`src/rtl/line_buffer_fill_ctrl_pkg.sv`:
```
// Shared definitions for the line buffer fill controller: FSM state encoding
// and the line-stride / RAM geometry constants.
package line_buffer_fill_ctrl_pkg;

    // Fill sequencer states
    typedef enum logic [1:0] {
        IDLE = 2'd0,
        REQ  = 2'd1,
        DATA = 2'd2,
        DONE = 2'd3
    } fillState_t;

    // Each line occupies 512 bytes of source memory
    localparam int LINE_SHIFT = 9;

    // 128 x 64 line RAM split into two 64-word banks
    localparam int RAM_ADDR_W  = 7;
    localparam int BANK_ADDR_W = 6;

endpackage

```
`src/rtl/line_buffer_fill_ctrl.sv`:
```
// Double-buffered line RAM fill controller. Fetches one burst of 64-bit
// words per line into the back bank while the front bank is displayed,
// and flips banks on a line-boundary swap strobe once the back bank is full.
module line_buffer_fill_ctrl
    import line_buffer_fill_ctrl_pkg::*;
#(
    parameter int BURST_LEN      = 64,
    parameter int ROM_ADDR_WIDTH = 32
) (
    input  logic                      clock,
    input  logic                      reset,
    input  logic                      io_start,
    input  logic [8:0]                io_line,
    input  logic [ROM_ADDR_WIDTH-1:0] io_baseAddr,
    input  logic                      io_swap,
    output logic                      io_busy,
    output logic                      io_ready,
    output logic                      io_bank,
    output logic                      io_underrun,
    output logic                      io_rom_rd,
    output logic [ROM_ADDR_WIDTH-1:0] io_rom_addr,
    input  logic                      io_rom_waitReq,
    input  logic                      io_rom_valid,
    input  logic [63:0]               io_rom_dout,
    output logic                      io_ram_wr,
    output logic [RAM_ADDR_W-1:0]     io_ram_addr,
    output logic [63:0]               io_ram_din
);

    localparam int CNT_W = (BURST_LEN > 1) ? $clog2(BURST_LEN) : 1;

    fillState_t                stateReg;
    fillState_t                stateNext;
    logic [CNT_W-1:0]          cntReg;
    logic [ROM_ADDR_WIDTH-1:0] romAddrReg;
    logic                      bankReg;
    logic                      readyReg;
    logic                      underrunReg;

    logic                      startAccept;
    logic                      beatAccept;
    logic                      lastBeat;
    logic [BANK_ADDR_W-1:0]    beatAddr;

    assign startAccept = (stateReg == IDLE) && io_start;
    assign beatAccept  = (stateReg == DATA) && io_rom_valid;
    assign lastBeat    = beatAccept && (cntReg == CNT_W'(BURST_LEN - 1));
    assign beatAddr    = BANK_ADDR_W'(cntReg);

    // State register
    always_ff @(posedge clock or posedge reset) begin
        if (reset) begin
            stateReg <= IDLE;
        end else begin
            stateReg <= stateNext;
        end
    end

    // Next-state logic: request held until the memory stops stalling,
    // then count beats until the burst is complete
    always_comb begin
        stateNext = stateReg;
        unique case (stateReg)
            IDLE: if (io_start)        stateNext = REQ;
            REQ:  if (!io_rom_waitReq) stateNext = DATA;
            DATA: if (lastBeat)        stateNext = DONE;
            DONE:                      stateNext = IDLE;
            default:                   stateNext = IDLE;
        endcase
    end

    // Output decode; RAM writes are combinational pass-through of beats
    always_comb begin
        io_busy     = (stateReg != IDLE);
        io_rom_rd   = (stateReg == REQ);
        io_rom_addr = romAddrReg;
        io_ram_wr   = beatAccept;
        io_ram_addr = {~bankReg, beatAddr};
        io_ram_din  = io_rom_dout;
        io_ready    = readyReg;
        io_bank     = bankReg;
        io_underrun = underrunReg;
    end

    // Datapath state: beat counter, captured address, bank/ready/underrun flags
    always_ff @(posedge clock or posedge reset) begin
        if (reset) begin
            cntReg      <= '0;
            romAddrReg  <= '0;
            bankReg     <= 1'b0;
            readyReg    <= 1'b0;
            underrunReg <= 1'b0;
        end else begin
            if (startAccept) begin
                cntReg     <= '0;
                romAddrReg <= io_baseAddr
                            + (ROM_ADDR_WIDTH'(io_line) << LINE_SHIFT);
            end else if (beatAccept) begin
                cntReg <= cntReg + 1'b1;
            end

            // The back bank becomes valid at the end of DONE; a swap seen in
            // the same cycle still uses the old (low) ready and underruns.
            if (stateReg == DONE) begin
                readyReg <= 1'b1;
            end else if (io_swap && readyReg) begin
                readyReg <= 1'b0;
                bankReg  <= ~bankReg;
            end else if (startAccept) begin
                readyReg <= 1'b0;
            end

            // Sticky until the next accepted start; a simultaneous late swap wins
            if (io_swap && !readyReg) begin
                underrunReg <= 1'b1;
            end else if (startAccept) begin
                underrunReg <= 1'b0;
            end
        end
    end

endmodule

```
`config.mk`:
```
export PLATFORM = sky130hd
export DESIGN_NAME = line_buffer_fill_ctrl
export DESIGN_NICKNAME = d
export VERILOG_FILES = /design/src/rtl/line_buffer_fill_ctrl_pkg.sv /design/src/rtl/line_buffer_fill_ctrl.sv
export SDC_FILE = /design/constraint.sdc
export NUM_CORES = 1
export LEC_CHECK = 0
export ABC_AREA = 1
export BUFFER_PORTS_ARGS = -buffer_cell sky130_fd_sc_hd__buf_4
export CAP_MARGIN = 20
export CORE_MARGIN = 3
export CORE_UTILIZATION = 45
export DETAILED_ROUTE_END_ITERATION = 7
export PLACE_DENSITY = 0.84
export SETUP_SLACK_MARGIN = 0.2
export SLEW_MARGIN = 25
export SYNTH_ARGS = -nofsm -noshare
export SYNTH_HDL_FRONTEND = slang
export SYNTH_SLANG_ARGS = --single-unit
```
`constraint.sdc`:
```
create_clock -name clock -period 3.9 [get_ports clock]
set_input_delay 0.585 -clock clock [delete_from_list [all_inputs] [get_ports clock]]
set_output_delay 0.585 -clock clock [all_outputs]
set_load 0.05 [all_outputs]
```
==> results of run 1 <==
logic make-up (layout without fill, tap and decap cells):
| logic type | Yosys count | after routing | synth area share, % |
|---|---|---|---|
| and+or+nand+nor | 260 | 260 | 34.3 |
| adders and majority gates | 15 | 15 | 5.92 |
| xor gates and xnor gates | 7 | 7 | 1.86 |
| AOI/OAI and AO/OA | 21 | 21 | 3.53 |
| DFF | 43 | 43 | 32.7 |
| buffers and inverters | 123 | 153 | 21.7 |
through the flow:
stage	area (um2)	setup WS, ps	instances	hold WS, ps
2_1_floorplan	3290	1960	469	492
3_3_place_gp	3590	1700	587	463
3_5_place_dp	3590	1660	587	467
4_1_cts	3710	1850	595	444
5_1_grt	3710	1670	595	481
6_report	3710	1860	595	424
state kept, by name (all words and copies together), names as in the netlist:
register,count
io_bank,1
io_ready,1
io_underrun,1
io_rom_addr,32
beatAddr,6
stateReg,2
power breakdown:
group | total, uW | leakage, uW | internal [uW] | switching (uW)
combinational | 1610 | 0.00151 | 466 | 1140
clock | 359 | 0.0000612 | 207 | 151
sequential | 759 | 0.000539 | 639 | 120
total | 2720 | 0.00211 | 1310 | 1410
worst reg2reg max path, stage by stage, from the launching register on:
cell	delay, ps
dfrtp_1	410
inv_1	90
ha_1	230
nand2_1	90
clkinv_1	610
o31ai_1	460
placed cells by master (no fill, tap or decap), types with 2 or more instances in the layout:
master / count
a21oi_1: 5
o21ai_0: 5
nor2_4: 3
nor2_2: 2
nand3_1: 31
o21ai_1: 7
xnor2_1: 6
clkinv_1: 2
clkbuf_8: 6
ha_1: 14
nand4_1: 5
nand2_1: 174
buf_4: 93
inv_1: 49
nand3_2: 5
and2_1: 2
nand3b_1: 3
nor2_1: 27
dfrtp_1: 43
nand2_2: 5
routing by layer:
layer	vias up	share of wire (%)
met2	124	51
met5	-	0
met4	0	2.4
met3	22	8.6
met1	1333	38
li1	1442	-
layout make-up:
class                           count  area, um2  share of cell area [%]
Multi-Input combinational cell    303       1500                    40.5
Sequential cell                    43       1080                    29.0
Timing Repair Buffer               93        698                    18.8
Inverter                           52        195                    5.26
Tap cell                           96        120                    3.24
Clock buffer                        6       82.6                    2.23
Clock inverter                      2       35.0                   0.944
worst max-delay path by stage:
stage / start / slack [ps] / end
2_1_floorplan: io_line[0] / 1960 / io_rom_addr[21]$_DFFE_PP0P_
6_report: stateReg[0]$_DFFE_PP0P_ / 1860 / io_ram_wr
5_1_grt: stateReg[0]$_DFFE_PP0P_ / 1670 / io_ready$_DFFE_PP0P_
3_5_place_dp: io_line[0] / 1660 / io_rom_addr[21]$_DFFE_PP0P_
4_1_cts: stateReg[0]$_DFFE_PP0P_ / 1850 / io_ram_wr
3_3_place_gp: io_line[0] / 1700 / io_rom_addr[21]$_DFFE_PP0P_
==> results by group, run 1 <==
CTS
  – CTS Hold Bufs: 0
  – Post-CTS Setup Inserts: 0
  – Clock Sink Count: 43
  – CTS tree: done
  – TritonCTS buffer count: 5
  – Clock buffer depth: 2
  – CTS root buf: clkbuf_8
  – H-Tree Depth: 2
  – Post-CTS Resized: 0
  – Clk_lat worst skew: 290 ps
  – Clock slew at reported path FFs: 80 ps

Floorplanning
  – Die extent in y: 91.6 um
  – Row cnt: 30
  – I/O pin count: 220
  – Initial Util: 47.4%
  – Die ar.: 8380 um2
  – Core footprint: 6940 um2
  – Die Width: 91.6 um

Pwr
  – Peak VDD IR: 0.257 mV
  – Leak: 0.00211 uW
  – Pwr per Cell Area: around 730 nW/um2
  – Total power: 2720 uW

STA
  – FMAX: between 400 and 500 MHz
  – Fin crit period: ~2000 ps
  – RSZ-0062 raised after global routing: no
  – Fin Setup TNS: 0 ps
  – Share of the clock period used by the worst path: a little over half
  – Slew Viols, Final: 0
  – Skew final: approximately 7.9 ps
  – Final hold violation count: 0
  – Final setup vio count: 0
  – Slew HR: 48.2%
  – Worst Tran Pin Value: around 770 ps

Yosys
  – Synth top area share: 32.7%
  – Syn_area_per_cell: about 7 um2
  – Ys flop type: dfrtp_1
  – Synth area leaders: dfrtp_1, nand2_1, buf_4
  – Post-Syn Area: 3290 um2
  – Post-synth top cells: nand2_1, buf_4, inv_1
  – Synth Instances: about 470
  – Yosys cell types: 33
  – Most frequent cell after synthesis: nand2_1
  – Number of synthesized register bits: 43
  – Yosys Warn Count: 0
  – EDFF count, synth: 0
  – Async SR Flop Fraction: 100%
  – Most area-hungry cell type in the Yosys netlist: dfrtp_1
  – Syn nets: 595
  – Sequential area share after synthesis: between 30 and 40%

Worst setup path
  – Critical path, cell by cell: inv_1 -> ha_1 -> nand2_2 -> inv_2 -> buf_4
  – Family with the most delay on the worst path: flip-flops
  – CP endpoint kind: output pin
  – FF-to-FF setup slack: 1910 ps
  – Critical path class: register to output pin
  – FF-to-FF Start: stateReg[0]$_DFFE_PP0P_
  – Worst Path Required: 3310 ps
  – Critical Path AT: about 1500 ps
  – R2R Path End: io_ready$_DFFE_PP0P_
  – CP peak stage delay: approximately 420 ps
  – Worst Reg-to-Reg Cells: 5
  – CP Max Fanout: 4
  – Startpoint Class: register
  – WP buf/inv: 3
  – Worst path depth: 5
  – Critical Path Slowest Stage Cell: dfrtp_1

Global routing
  – Pin count of the biggest net entering global routing: between 40 and 50
  – Gr busiest metal: met2
  – Initial antenna violation count: 0
  – GR Util All Layers: between 10% and 20%
  – Met1 Use GR: 20.7%
  – GR Util met2: 34.6%
  – Global route total overflow: 0
  – First-pass GRT wire length: ~13 mm
  – GRT met3 Usage: 4.31%
  – Number of global-route vias before repair: 2,933

Placement
  – Port bufs: 91
  – Hpwl dp: 6.10 mm
  – GP Congestion: 0.840

Finish
  – FILL cells: 661
  – Layout cell share with drive strength beyond 1: a little under a quarter
  – Nets: 624
  – # diodes: 0
  – Syn-to-layout area delta: 12.6%
  – Post-route core utilization: 53.4%

Detailed routing
  – Via count: 2,921
  – DRT iter0 DRCs: 123
  – Drt total wl: between 7 and 8 mm
  – Vias/cell: slightly below 5
  – Detail Route Antenna Nets: 0
  – DRT Pass-1 Iters: 4
  – # DRC: 0
  – Drt wl/cell: between 10 and 15 um

Run status
  – Status: finished clean

Flow run
  – Max Cap Viol: 0

Min path
  – Worst Hold Class: input port to async pin
Power figures use the tool's default switching activity.
==> inputs of run 2 (changes only) <==
--- a/config.mk
+++ b/config.mk
@@ -9,9 +9,9 @@
 export BUFFER_PORTS_ARGS = -buffer_cell sky130_fd_sc_hd__buf_4
 export CAP_MARGIN = 20
 export CORE_MARGIN = 3
-export CORE_UTILIZATION = 45
+export CORE_UTILIZATION = 43
 export DETAILED_ROUTE_END_ITERATION = 7
-export PLACE_DENSITY = 0.84
+export PLACE_DENSITY = 0.81
 export SETUP_SLACK_MARGIN = 0.2
 export SLEW_MARGIN = 25
 export SYNTH_ARGS = -nofsm -noshare
==> constraint.sdc (replaced) <==
create_clock -name clock -period 2.04 [get_ports clock]
set_input_delay 0.306 -clock clock [delete_from_list [all_inputs] [get_ports clock]]
set_output_delay 0.306 -clock clock [all_outputs]
set_load 0.05 [all_outputs]
==> run 2 against run 1 <==
  * Sequential share of layout area is 0.52 points lower
  * Cell count is 1.2% higher
  * Power is 96% higher
  * Largest cell class unchanged
  * Critical endpoint unchanged
  * Wire length is 1.9% higher
  * Critical path depth stayed put
  * Die area is 4.3% higher
  * Clock skew is 2.1 ps lower
  * Largest power group unchanged
  * Highest routed layer unchanged
  * Critical path type unchanged
  * Global-route usage is 0.53 points lower
  * Count of clock-buffer cells in the layout stayed put
  * Worst hold slack worse by 380 ps
  * Setup slack worse by 1600 ps
==> results by group, run 2 (same netlist as run 1, synthesis figures left out) <==
Run status
  – Status: finished clean

CTS
  – TritonCTS buffer count: 5 (unchanged)
  – H-Tree Depth: 2 (unchanged)
  – Clock slew at reported path FFs: 80 ps (about the same)
  – Clk_lat worst skew: 290 ps (about the same)
  – Clock Sink Count: 43 (unchanged)
  – CTS root buf: clkbuf_8
  – Clock buffer depth: 2 (unchanged)
  – CTS tree: done

Finish
  – Finished Layout Cells: 602 (+1.2%)
  – FILL cells: 699 (+5.7%)
  – Nets: 628 (+0.64%)
  – Final Instance Area: 3780 um2 (+1.8%)
  – # diodes: 0 (unchanged)
  – Most frequent cells in the layout: nand2_1, buf_4, inv_1
  – Layout cell share with drive strength beyond 1: 24.7% (+0.80 points)
  – Most common cell after layout, fill and taps aside: nand2_1
  – Syn-to-layout area delta: 14.7%
  – Number of flip-flops in the largest register: 32 (unchanged)

Placement
  – Hpwl dp: 6.24 mm (+2.3%)
  – Pre-CTS WS: 154 ps (-1500 ps)
  – DP Cell Count: 594 (+1.2%)
  – GP Congestion: 0.870 (+3.7%)
  – Port bufs: 91 (unchanged)
  – Area after DPL: 3640 um2 (+1.3%)

Worst setup path
  – Worst Path Required: 1730 ps (-1580 ps)
  – Family with the most delay on the worst path: flip-flops
  – CP endpoint kind: output pin
  – Critical Path AT: 1430 ps (-20 ps)
  – CP Max Fanout: 4 (unchanged)
  – WP buf/inv: 3 (unchanged)
  – Critical Path Slowest Stage Cell: dfrtp_1
  – FF-to-FF setup slack: 400 ps (-1510 ps)
  – Startpoint Class: register
  – Critical path class: register to output pin
  – CP peak stage delay: 420 ps (about the same)
  – Critical path, cell by cell: inv_1 -> ha_2 -> nand2_2 -> inv_2 -> buf_4

Floorplanning
  – Initial Util: 44.9% (-2.5 points)
  – Core footprint: 7330 um2 (+5.6%)
  – Die Width: 93.5 um (+2.2%)
  – Die extent in y: 93.5 um (+2.2%)
  – Die ar.: 8750 um2 (+4.3%)
  – Row cnt: 31 (+3.3%)
  – I/O pin count: 220 (unchanged)

STA
  – Fin crit period: 1730 ps
  – Slack of the critical path: 308 ps (-1550 ps)
  – Worst Tran Pin Value: 729 ps (-43.0 ps)
  – Fin Setup TNS: 0 ps (unchanged)
  – FMAX: 577 MHz
  – Final hold violation count: 0 (unchanged)
  – RSZ-0062 raised after global routing: no
  – Skew final: 5.88 ps (-2.06 ps)
  – Final setup vio count: 0 (unchanged)
  – Slew HR: 51.1% (+2.9 points)
  – Share of the clock period used by the worst path: a little over four fifths
  – Slew Viols, Final: 0 (unchanged)

Min path
  – Worst Hold Class: input port to async pin

Global routing
  – GR Util met2: 31.7% (-2.9 points)
  – Pin count of the biggest net entering global routing: 26 (-46%)
  – Initial antenna violation count: 0 (unchanged)
  – GR Util All Layers: 18.3% (-0.53 points)
  – Gr busiest metal: met2
  – Global route total overflow: 0 (unchanged)
  – Met1 Use GR: 21.8% (+1.1 points)
  – GRT met3 Usage: 3.62% (-0.69 points)
  – Number of global-route vias before repair: 2,856 (-2.6%)
  – First-pass GRT wire length: 12.8 mm (-1.2%)

Pwr
  – Leak: 0.00214 uW (+1.3%)
  – Peak VDD IR: 0.410 mV (+60%)
  – Pwr per Cell Area: 1410 nW/um2 (+93%)

Flow run
  – Max Cap Viol: 0 (unchanged)

Detailed routing
  – Via count: 2,926 (+0.17%)
  – Detail Route Antenna Nets: 0 (unchanged)
  – Drt wl/cell: 13.0 um (+0.70%)
  – DRT iter0 DRCs: 125 (+1.6%)
  – Vias/cell: 4.86 (-0.99%)
  – Drt total wl: 7.82 mm (+1.9%)
  – # DRC: 0 (unchanged)
  – DRT Pass-1 Iters: 6 (+2)
==> run 2: changes by cell type in the layout (fill, tap and decap cells not counted), sizes merged <==
cell / previous run / this run
buf: 93 / 97
bufinv: 1 / 2
clkinv: 3 / 2
==> run 2: final cells by class <==
class	instances	area, um2	area share (%)
Tap cell	99	124	3.28
Clock buffer	6	72.6	1.92
Timing Repair Buffer	97	741	19.6
Clock inverter	2	60.1	1.59
Inverter	52	195	5.17
Sequential cell	43	1080	28.5
Multi-Input combinational cell	303	1510	40.0
==> run 2: what timing repair did <==
| action | in CTS | in global routing |
|---|---|---|
| resized for setup | 0 | 2 |
| hold buffers | 0 | 0 |
| buffers inserted | 0 | 0 |
| endpoints found under the setup margin | 0 | 3 |
==> run 2: per-layer routing <==
metal	wire, um	vias up	share of wire [%]
met3	456	31	5.8
li1	-	1452	-
met1	3350	1347	43
met5	0	-	0
met4	189	0	2.4
met2	3830	96	49
==> run 2: worst paths after layout <==
kind	startpoint	end	depth (start not counted)
setup / recovery	stateReg[0]$_DFFE_PP0P_	io_ram_wr	5
hold / removal	reset	io_bank$_DFFE_PP0P_	2
setup reg to reg	stateReg[0]$_DFFE_PP0P_	stateReg[0]$_DFFE_PP0P_	9
hold reg to reg	io_rom_addr[4]$_DFFE_PP0P_	io_rom_addr[4]$_DFFE_PP0P_	2
max in group asynchronous	reset	io_rom_addr[3]$_DFFE_PP0P_	3
min in group clock	io_baseAddr[8]	io_rom_addr[8]$_DFFE_PP0P_	3
==> run 2: power by group <==
group | total, uW | internal, uW | leakage [uW] | switching (uW)
clock | 789 | 490 | 0.0000654 | 299
combinational | 3110 | 923 | 0.00154 | 2190
sequential | 1450 | 1220 | 0.000539 | 228
==> run 2: per-stage QoR <==
| stage | utilization [%] | hold slack, ps | total power, uW |
|---|---|---|---|
| global placement | 49.7 | 374 | 4530 |
| finish | 51.5 | 42.4 | 5350 |
| global route | 51.5 | 86.0 | 5680 |
| detailed placement | 49.7 | 384 | 4590 |
| floorplan | - | 404 | 3940 |
| CTS | 51.5 | 65.0 | 5400 |
